[src/rtl/decode_control_unit.sv]
// decode_control_unit: main control decoder plus ALU control decoder for the
// single-cycle RV32I-subset core. Decode is purely combinational; the only
// state is a sticky flag recording that an unsupported opcode was observed.
module decode_control_unit (
    input  logic       clk,
    input  logic       rst,
    input  logic [6:0] opcode,
    input  logic [2:0] funct3,
    input  logic [6:0] funct7,
    output logic       reg_write,
    output logic       mem_read,
    output logic       mem_write,
    output logic       mem_to_reg,
    output logic       branch,
    output logic       alu_src,
    output logic [1:0] pc_src,
    output logic [2:0] imm_type,
    output logic [1:0] alu_op,
    output logic [3:0] alu_ctrl,
    output logic       illegal_op,
    output logic       illegal_seen
);

    localparam logic [6:0] OP_RTYPE  = 7'b0110011;
    localparam logic [6:0] OP_IARITH = 7'b0010011;
    localparam logic [6:0] OP_LOAD   = 7'b0000011;
    localparam logic [6:0] OP_STORE  = 7'b0100011;
    localparam logic [6:0] OP_BRANCH = 7'b1100011;

    localparam logic [2:0] IMM_I    = 3'b000;
    localparam logic [2:0] IMM_S    = 3'b001;
    localparam logic [2:0] IMM_B    = 3'b010;
    localparam logic [2:0] IMM_NONE = 3'b111;

    localparam logic [1:0] AOP_ADD  = 2'b00;
    localparam logic [1:0] AOP_SUB  = 2'b01;
    localparam logic [1:0] AOP_R    = 2'b10;

    localparam logic [3:0] ALU_AND  = 4'b0000;
    localparam logic [3:0] ALU_OR   = 4'b0001;
    localparam logic [3:0] ALU_ADD  = 4'b0010;
    localparam logic [3:0] ALU_XOR  = 4'b0011;
    localparam logic [3:0] ALU_SLL  = 4'b0100;
    localparam logic [3:0] ALU_SRL  = 4'b0101;
    localparam logic [3:0] ALU_SUB  = 4'b0110;
    localparam logic [3:0] ALU_SLT  = 4'b0111;
    localparam logic [3:0] ALU_SRA  = 4'b1000;
    localparam logic [3:0] ALU_SLTU = 4'b1001;

    // Main decoder: opcode to datapath controls; unknown opcodes decode to a safe no-op.
    always_comb begin
        reg_write  = 1'b0;
        mem_read   = 1'b0;
        mem_write  = 1'b0;
        mem_to_reg = 1'b0;
        branch     = 1'b0;
        alu_src    = 1'b0;
        pc_src     = 2'b00;
        imm_type   = IMM_NONE;
        alu_op     = AOP_ADD;
        illegal_op = 1'b0;
        case (opcode)
            OP_RTYPE: begin
                reg_write = 1'b1;
                alu_op    = AOP_R;
            end
            OP_IARITH: begin
                reg_write = 1'b1;
                alu_src   = 1'b1;
                imm_type  = IMM_I;
                alu_op    = 2'b11;
            end
            OP_LOAD: begin
                reg_write  = 1'b1;
                mem_read   = 1'b1;
                mem_to_reg = 1'b1;
                alu_src    = 1'b1;
                imm_type   = IMM_I;
            end
            OP_STORE: begin
                mem_write = 1'b1;
                alu_src   = 1'b1;
                imm_type  = IMM_S;
            end
            OP_BRANCH: begin
                branch   = 1'b1;
                pc_src   = 2'b01;
                imm_type = IMM_B;
                alu_op   = AOP_SUB;
            end
            default: begin
                illegal_op = 1'b1;
            end
        endcase
    end

    // ALU decoder: class code plus funct fields to ALU operation; only funct7[5] matters.
    always_comb begin
        alu_ctrl = ALU_ADD;
        case (alu_op)
            AOP_ADD: alu_ctrl = ALU_ADD;
            AOP_SUB: alu_ctrl = ALU_SUB;
            default: begin
                case (funct3)
                    3'b000: begin
                        // ADDI has no subtract form, so funct7 is only honoured for R-type.
                        if ((alu_op == AOP_R) && funct7[5]) begin
                            alu_ctrl = ALU_SUB;
                        end else begin
                            alu_ctrl = ALU_ADD;
                        end
                    end
                    3'b001: alu_ctrl = ALU_SLL;
                    3'b010: alu_ctrl = ALU_SLT;
                    3'b011: alu_ctrl = ALU_SLTU;
                    3'b100: alu_ctrl = ALU_XOR;
                    3'b101: begin
                        if (funct7[5]) begin
                            alu_ctrl = ALU_SRA;
                        end else begin
                            alu_ctrl = ALU_SRL;
                        end
                    end
                    3'b110: alu_ctrl = ALU_OR;
                    3'b111: alu_ctrl = ALU_AND;
                    default: alu_ctrl = ALU_ADD;
                endcase
            end
        endcase
    end

    // Sticky illegal-opcode flag: sets on any edge that sees an illegal opcode, clears only on reset.
    always_ff @(posedge clk or posedge rst) begin
        if (rst) begin
            illegal_seen <= 1'b0;
        end else begin
            illegal_seen <= illegal_seen | illegal_op;
        end
    end

endmodule

[config.mk]
export PLATFORM = sky130hd
export DESIGN_NAME = decode_control_unit
export DESIGN_NICKNAME = d
export VERILOG_FILES = /design/src/rtl/decode_control_unit.sv
export SDC_FILE = /design/constraint.sdc
export NUM_CORES = 1
export LEC_CHECK = 0
export CAP_MARGIN = 40
export CELL_PAD_IN_SITES_DETAIL_PLACEMENT = 1
export CELL_PAD_IN_SITES_GLOBAL_PLACEMENT = 2
export CORE_MARGIN = 5
export CORE_UTILIZATION = 10
export CTS_CLUSTER_SIZE = 8
export DETAILED_ROUTE_END_ITERATION = 16
export GPL_TIMING_DRIVEN = 1
export HOLD_SLACK_MARGIN = 0.02
export PLACE_DENSITY = 0.83
export SYNTH_ARGS = -nofsm -noshare
export SYNTH_HDL_FRONTEND = slang
export SYNTH_SLANG_ARGS = --single-unit
[constraint.sdc]
create_clock -name clk -period 1.4 [get_ports clk]
set_input_delay 0.21 -clock clk [delete_from_list [all_inputs] [get_ports clk]]
set_output_delay 0.21 -clock clk [all_outputs]
set_load 0.03 [all_outputs]
==> results, run 1 <==
- The largest registers in the layout are illegal_seen x1.
- The port buffer count is 30.
- The clock insertion delay at the later pin of the skew report is 0 ps.
- The sequential cell area is approximately 25 um2.
- The worst reg-to-reg path cell count is 1.
- In this run, synthesis produced a sequential element count of 1.
- The largest register by flop count is illegal_seen.
- In the layout the commonest cells are buf_4, buf_6, nand2_1, clkbuf_2.
- With fillers left out, the area of the finished cells amounts to 753.2 um2.
- The endpoint identified for the worst register-to-register timing path is illegal_seen.
- The sequential share of the synthesized area is 8.621%.
- The die footprint is between 4000 and 5000 um2.
- The number of buffers and inverters on the critical path is 3.
- The congestion estimate from routability-driven global placement came to 0.7387.
- The number of antenna violations at the first check in global routing is 0.
- The number of routed nets with antenna violations is 0.
- The die height is around 64 um.
- The number of placed instances, taps included, is 120.
- The highest layer touched by signal routing is met3.
- The startpoint of the worst-slack reg-to-reg timing path is illegal_seen.
- The count of different cell masters after synthesis is 25.
- The number of flip-flops under the largest register name was 1.
- Once routing completed, OpenROAD measured the worst setup slack at roughly 27 ps.
- In the final routed layout, each cell accounts on average for between 10 and 15 um.
- The number of top-level pins is 38.
- The launching element type of the critical path is an input pin.
- The number of hold violations in the final report came to 0.
- The mapped netlist covers between 200 and 300 um2.
- Counting every instance in the synthesized netlist gives 49.
- The post-route DRC violation count is 0.
- The final layout net count is 112.
- The number of global-route vias before repair came to between 400 and 500.
- The placed cell area is between 600 and 700 um2.
- In this run the standard cell core region covers between 2000 and 3000 um2.
- The floorplan row count is 19.
- The signal on the critical path passes through buf_6, nor2_4, and3_4, nand2b_2, buf_4, nor3_4, buf_4.
- The area growth from synthesis to layout is 159.5%.
- The worst hold path belongs to the class input pin to async pin.
- The maximum achievable frequency is between 700 and 800 MHz.
- The setup slack of the worst register-to-register path is 710 ps.
- Synthesis produced a netlist with a net count of between 60 and 70.
- The initial utilization of the core area, before any placement, comes to roughly a tenth.
- Of the cells placed in the final design, the portion with a size suffix greater than 1 is between 60% and 70%.
- The violation count after the first detailed-routing iteration is 10.
- The pre-antenna-repair detailed-routing pass consisted of 2 iterations.
- The critical path is of the input pin to output pin type.
- Data on the critical path arrives at its endpoint at 1160 ps.
- The total overflow reported by the global router is 0.
- The total of endpoints with negative setup slack in the final report is 0.
- The most frequent cell on the critical path is buf_4.
- The first global-routing pass estimated between 2 and 2.5 mm of wire.
- Adding up every negative setup slack in the final design gives 0 ps.
- IR analysis of the VDD net gives a maximum drop of ~160 uV.
- The via count of the routed design is 483.
- The worst setup path is captured at an output pin.
- The post-route met1 wirelength is between 500 and 600 um.
- The total count of max-transition violations in the final report is 0.
- The cell type group with the largest total delay on the critical path is simple AND/OR/NAND/NOR gates.
- Of the available clock period, the critical path in the final layout requires 98.06%.
- After detailed routing, the total wire length is ~1.3 mm.
- Max-cap violations in this run came to 0.
- The CTS clock-pin slew for the worst setup and hold paths is 0 ps.
- At the placement stage, the worst setup path has a slack of -668.4 ps.
- The largest incremental delay on the critical path is between 200 and 250 ps.
- Fill cells in the final layout number between 300 and 400.
- The overall fraction of global-route tracks in use is around 5.8%.
- For the worst setup path, the data required time is 1190 ps.
- The analysis attributes to cell leakage a power of ~0.37 nW.
- Leaving out fill and tap cells, the most frequent cell in the layout is buf_4.
- The synthesized area divided by synthesized cell count is roughly 6 um2.
- The setup skew after layout is 0 ps.
- The flow ran to the end, and the final reports show no timing, DRC or antenna violations.
- The number of antenna repair diodes is 0.
- The Yosys step of the flow raised 0 warnings.
- The start point of the critical path is opcode[2].
- The wire length on met2 is 634 um.
- Summing all multi-input logic gate instances after layout gives about 300 um2.
- The worst path in the final design needs a cycle of approximately 1400 ps, including I/O delays and setup.
- After detailed routing, the met3 layer carries roughly 160 um of wire.
- Dividing total power by cell area gives a power density of about 230 nW/um2.
- The horizontal die dimension is 63.88 um.
- Setup repair after global routing could not meet its margin everywhere.
- For this design, the slowest cell found on the critical path is and3_4.
- Entering global routing, the biggest net connects 7 pins.
- The number of vias per cell is 3.959.
- The count of non-filler cells in the finished layout is around 120.
- The biggest fanout along the worst timing path is 4.
- The estimated wirelength of the detail-placed design is ~1.1 mm.
metal layers:
layer  vias to the layer above  track usage (%)
met5                         -                0
met4                         0                0
met3                         0            1.401
met2                        23            11.31
met1                       216            6.674
li1                        244                -
per-stage QoR:
step / util [%] / power [W] / hold slack [ps]
floorplan: - / 0.00007932 / -61.29
CTS: 27.36 / 0.0001726 / 357.7
global route: 27.31 / 0.0001895 / 375.9
detailed placement: 24.82 / 0.0001589 / 364.2
finish: 27.31 / 0.0001770 / 355.0
global placement: 24.82 / 0.0001566 / 352.5
cell usage after synthesis (all sizes together):
cell	n	share of area (%)
a31oi	1	2.2
inv	3	3.9
mux2i	1	3.4
and2	1	2.2
a21oi	5	8.6
nand4	1	2.2
dfrtp	1	8.6
conb	1	1.3
and2b	1	2.6
o21ai	3	5.2
buf	4	9.5
or2	2	4.3
a211oi	1	2.6
a21o	1	2.6
nand3	1	1.7
nor2b	2	4.3
nor3	1	1.7
nand2b	4	9.5
and3	1	3.9
nor2	6	8.6
nand2	8	11
layout make-up:
class	instances	area share [%]
timing repair buffer	46	50.17
multi-input combinational	41	39.87
tap	31	5.150
sequential	1	3.322
inverter	3	1.495
worst max path at each step:
stage               slack, ps          end  cells after the start
finish                     30   mem_to_reg                      7
floorplan                -120   mem_to_reg                      5
CTS                        -5  alu_ctrl[3]                      7
global placement         -660  alu_ctrl[1]                      6
global route              -30   mem_to_reg                      7
detailed placement       -670  alu_ctrl[1]                      6
power by group:
group,total (W),leakage [nW],internal [W],switching [W]
logic,0.000148,0.362,0.0000782,0.0000693
clock network,0,0,0,0
registers,0.0000294,0.00875,0.0000294,0
total,0.000177,0.370,0.000108,0.0000693
timing repair:
action,CTS,global route
pin swaps,6,6
hold buffers,0,0
buffers inserted,3,0
endpoints found under the setup margin,18,11
resized for setup,54,16
logic make-up (layout without fill, tap and decap cells):
logic type	count (synthesis)	count (layout)	synth area share, %
AND/OR/NAND/NOR	28	28	52.16
AO/OA/AOI/OAI	11	11	21.12
buffers and inverters	7	49	13.36
other	1	1	1.292
multiplexers	1	1	3.448
flip-flops	1	1	8.619
(Power assumes the default switching activity.)
==> run 2: changes to the inputs <==
Settings changed: CORE_MARGIN 5 to 2.
==> run 2 against run 1 <==
Die area is 18% lower. Combinational power hardly changed. Worst setup slack improved by 15 ps. Largest cell class unchanged. Sequential power barely moved. Worst hold slack gained 1.2 ps. Sequential cell count unchanged. Critical path depth fell by 1. Cell count is 3.3% lower. Register-to-register slack barely moved. First-iteration DRC count fell by 60%.
==> results, run 2 (same netlist as run 1, synthesis figures left out) <==
- Across the run, the number of max-cap violations was 0.
- The highest routed metal layer is met3.
- The estimated wirelength of the detail-placed design is around 1.1 mm.
- The horizontal die dimension is slightly below 60 um.
- The clock arrives with 0 ps of skew.
- In this run the remaining antenna-violating nets after routing total 0.
- The setup check on the worst reg-to-reg path leaves a slack of around 700 ps.
- Relative to the synthesized area, the layout overhead comes to 166.4%.
- The detailed router placed 470 vias in this run.
- The placed cell area is 681.9 um2.
- The largest registers in the layout are illegal_seen x1.
- The biggest fanout along the worst timing path is 5.
- The wire length on met2 is between 700 and 800 um.
- The die footprint is 3350 um2.
- The top cell types in the final layout, fill and taps aside, are buf_4, buf_6, nand2_1, clkdlybuf4s15_2.
- The worst path uses a little over nine tenths of the clock period.
- Based on the critical path, the design can be clocked at up to 736.6 MHz.
- The clock period could shrink to 1358 ps.
- STA puts the critical path data arrival time at ~1200 ps.
- The number of antenna violations at the first check in global routing is 0.
- The number of vias per cell is approximately 4.0.
- The port buffer count is 30.
- After floorplanning, the core was divided into 19 placement rows.
- Cells with a size suffix above 1 make up ~64% of the layout.
- The routed length on met3 is around 120 um.
- The first global-routing pass estimated 2.214 mm of wire.
- Routability-driven placement finished with a final weighted congestion of around 0.68.
- The flow ran to the end, and the final reports show no timing, DRC or antenna violations.
- The floorplan core area is 2758 um2.
- The total count of max-transition violations in the final report is 0.
- The maximum vdd ir drop is ~180 uV.
- The finished cells cover just under 800 um2.
- The number of top-level pins is 38.
- The die height is slightly below 60 um.
- STA puts the critical path data required time at ~1200 ps.
- The total of endpoints with negative setup slack in the final report is 0.
- The repair_antennas step left the layout with diodes totalling 0.
- The library cell used most frequently in the layout, excluding fill and tap cells, is buf_4.
- In the global route stage, overall resource usage came out at about 7.9%.
- The path class of the lowest-slack min-delay path is input pin to async pin.
- After detailed routing, the total wire length is between 1 and 1.5 mm.
- The number of hold violations in the final report is 0.
- The CTS clock-pin slew for the worst setup and hold paths is 0 ps.
- For this design, the CTS-stage hold fixing added 0 buffers.
- The number of global-route vias before repair is approximately 500.
- For this configuration, the core starts out at a cell density of a little over a tenth.
- STA classifies the critical path startpoint as an input pin.
- The post-route met1 wirelength is 561 um.
- After detailed routing, the average wire length per cell comes to approximately 12 um.
- The final layout contains around 110 nets.
- The critical path in this run is classified as input pin to output pin.
- The total overflow reported by the global router is 0.
- The worst hold slack after final layout is about 360 ps.
- The largest register by flop count is illegal_seen.
- The kind of end point of the critical path is an output pin.
- Summed over all cells, the static leakage comes to roughly 0.36 nW.
- The iteration count of the initial detailed-routing pass is 4.
- The pin count of the biggest net entering global routing is 7.
- After detailed routing, the number of remaining DRC violations is 0.
- The detailed router finished its first iteration with 4 violations.
- The number of flip-flops under the largest register name is 1.
- The power density over the cells is approximately 230 nW/um2.
- The clock reaches the later pin of the worst-skew pair after 0 ps.
-- run 2: timing repair --
action	CTS	global route
endpoints found under the setup margin	18	6
hold endpoints to repair	0	0
resized for setup	63	12
setup buffers	0	0
gates cloned	0	0
pin swaps	10	8
-- run 2: report_power, final --
| part | switching, W | total (W) | internal (W) |
|---|---|---|---|
| Sequential | 0 | 0.0000294 | 0.0000294 |
| Clock | 0 | 0 | 0 |
| Combinational | 0.0000740 | 0.000151 | 0.0000771 |
-- run 2: metrics by stage --
step / TNS, ps / power (W) / utilization (%) / worst slack, ps / std cells
global placement: -5090 / 0.0001564 / 24.73 / -645.6 / 120
finish: 0 / 0.0001806 / 28.04 / 42.44 / 118
floorplan: -115.9 / 0.00007932 / - / -115.9 / 49
CTS: -15.27 / 0.0001731 / 27.27 / -8.897 / 119
detailed placement: -5600 / 0.0001607 / 24.73 / -649.6 / 120
global route: -5.454 / 0.0001921 / 28.04 / -5.454 / 118
-- run 2: routing by layer --
metal  vias to the layer above  track usage, %
met5                         -               0
met4                         0               0
met3                         0          0.8929
met2                        21           14.77
met1                       213           10.39
li1                        236               -
-- run 2: final timing paths --
| check | cells after the start | endpoint | from |
|---|---|---|---|
| setup / recovery | 6 | alu_ctrl[2] | funct3[1] |
| hold / removal | 2 | illegal_seen | rst |
| setup reg to reg | 1 | illegal_seen | illegal_seen |
| hold reg to reg | 1 | illegal_seen | illegal_seen |
| max in group asynchronous | 2 | illegal_seen | rst |
| min in group clk | 1 | illegal_seen | illegal_seen |
-- run 2: worst max-delay path: stages --
cell and delay, ps:
clkdlybuf4s15_2 260, a21oi_2 140, and2_0 150, o21ai_2 70, a31oi_4 160, buf_6 150
-- run 2: cell type report --
| cell class | count | area (um2) |
|---|---|---|
| fillers | 334 | 1984 |
| repair buffers | 42 | 375.4 |
| multi-input cells | 41 | 322.8 |
| well taps | 31 | 38.79 |
| flip-flops and latches | 1 | 25.02 |
| inverters | 3 | 11.26 |
==> run 3: changes to the inputs <==
Settings changed: CAP_MARGIN 40 to 20.
==> results of run 3 <==
Final layout, timing and power as in run 2 (identical DEF).
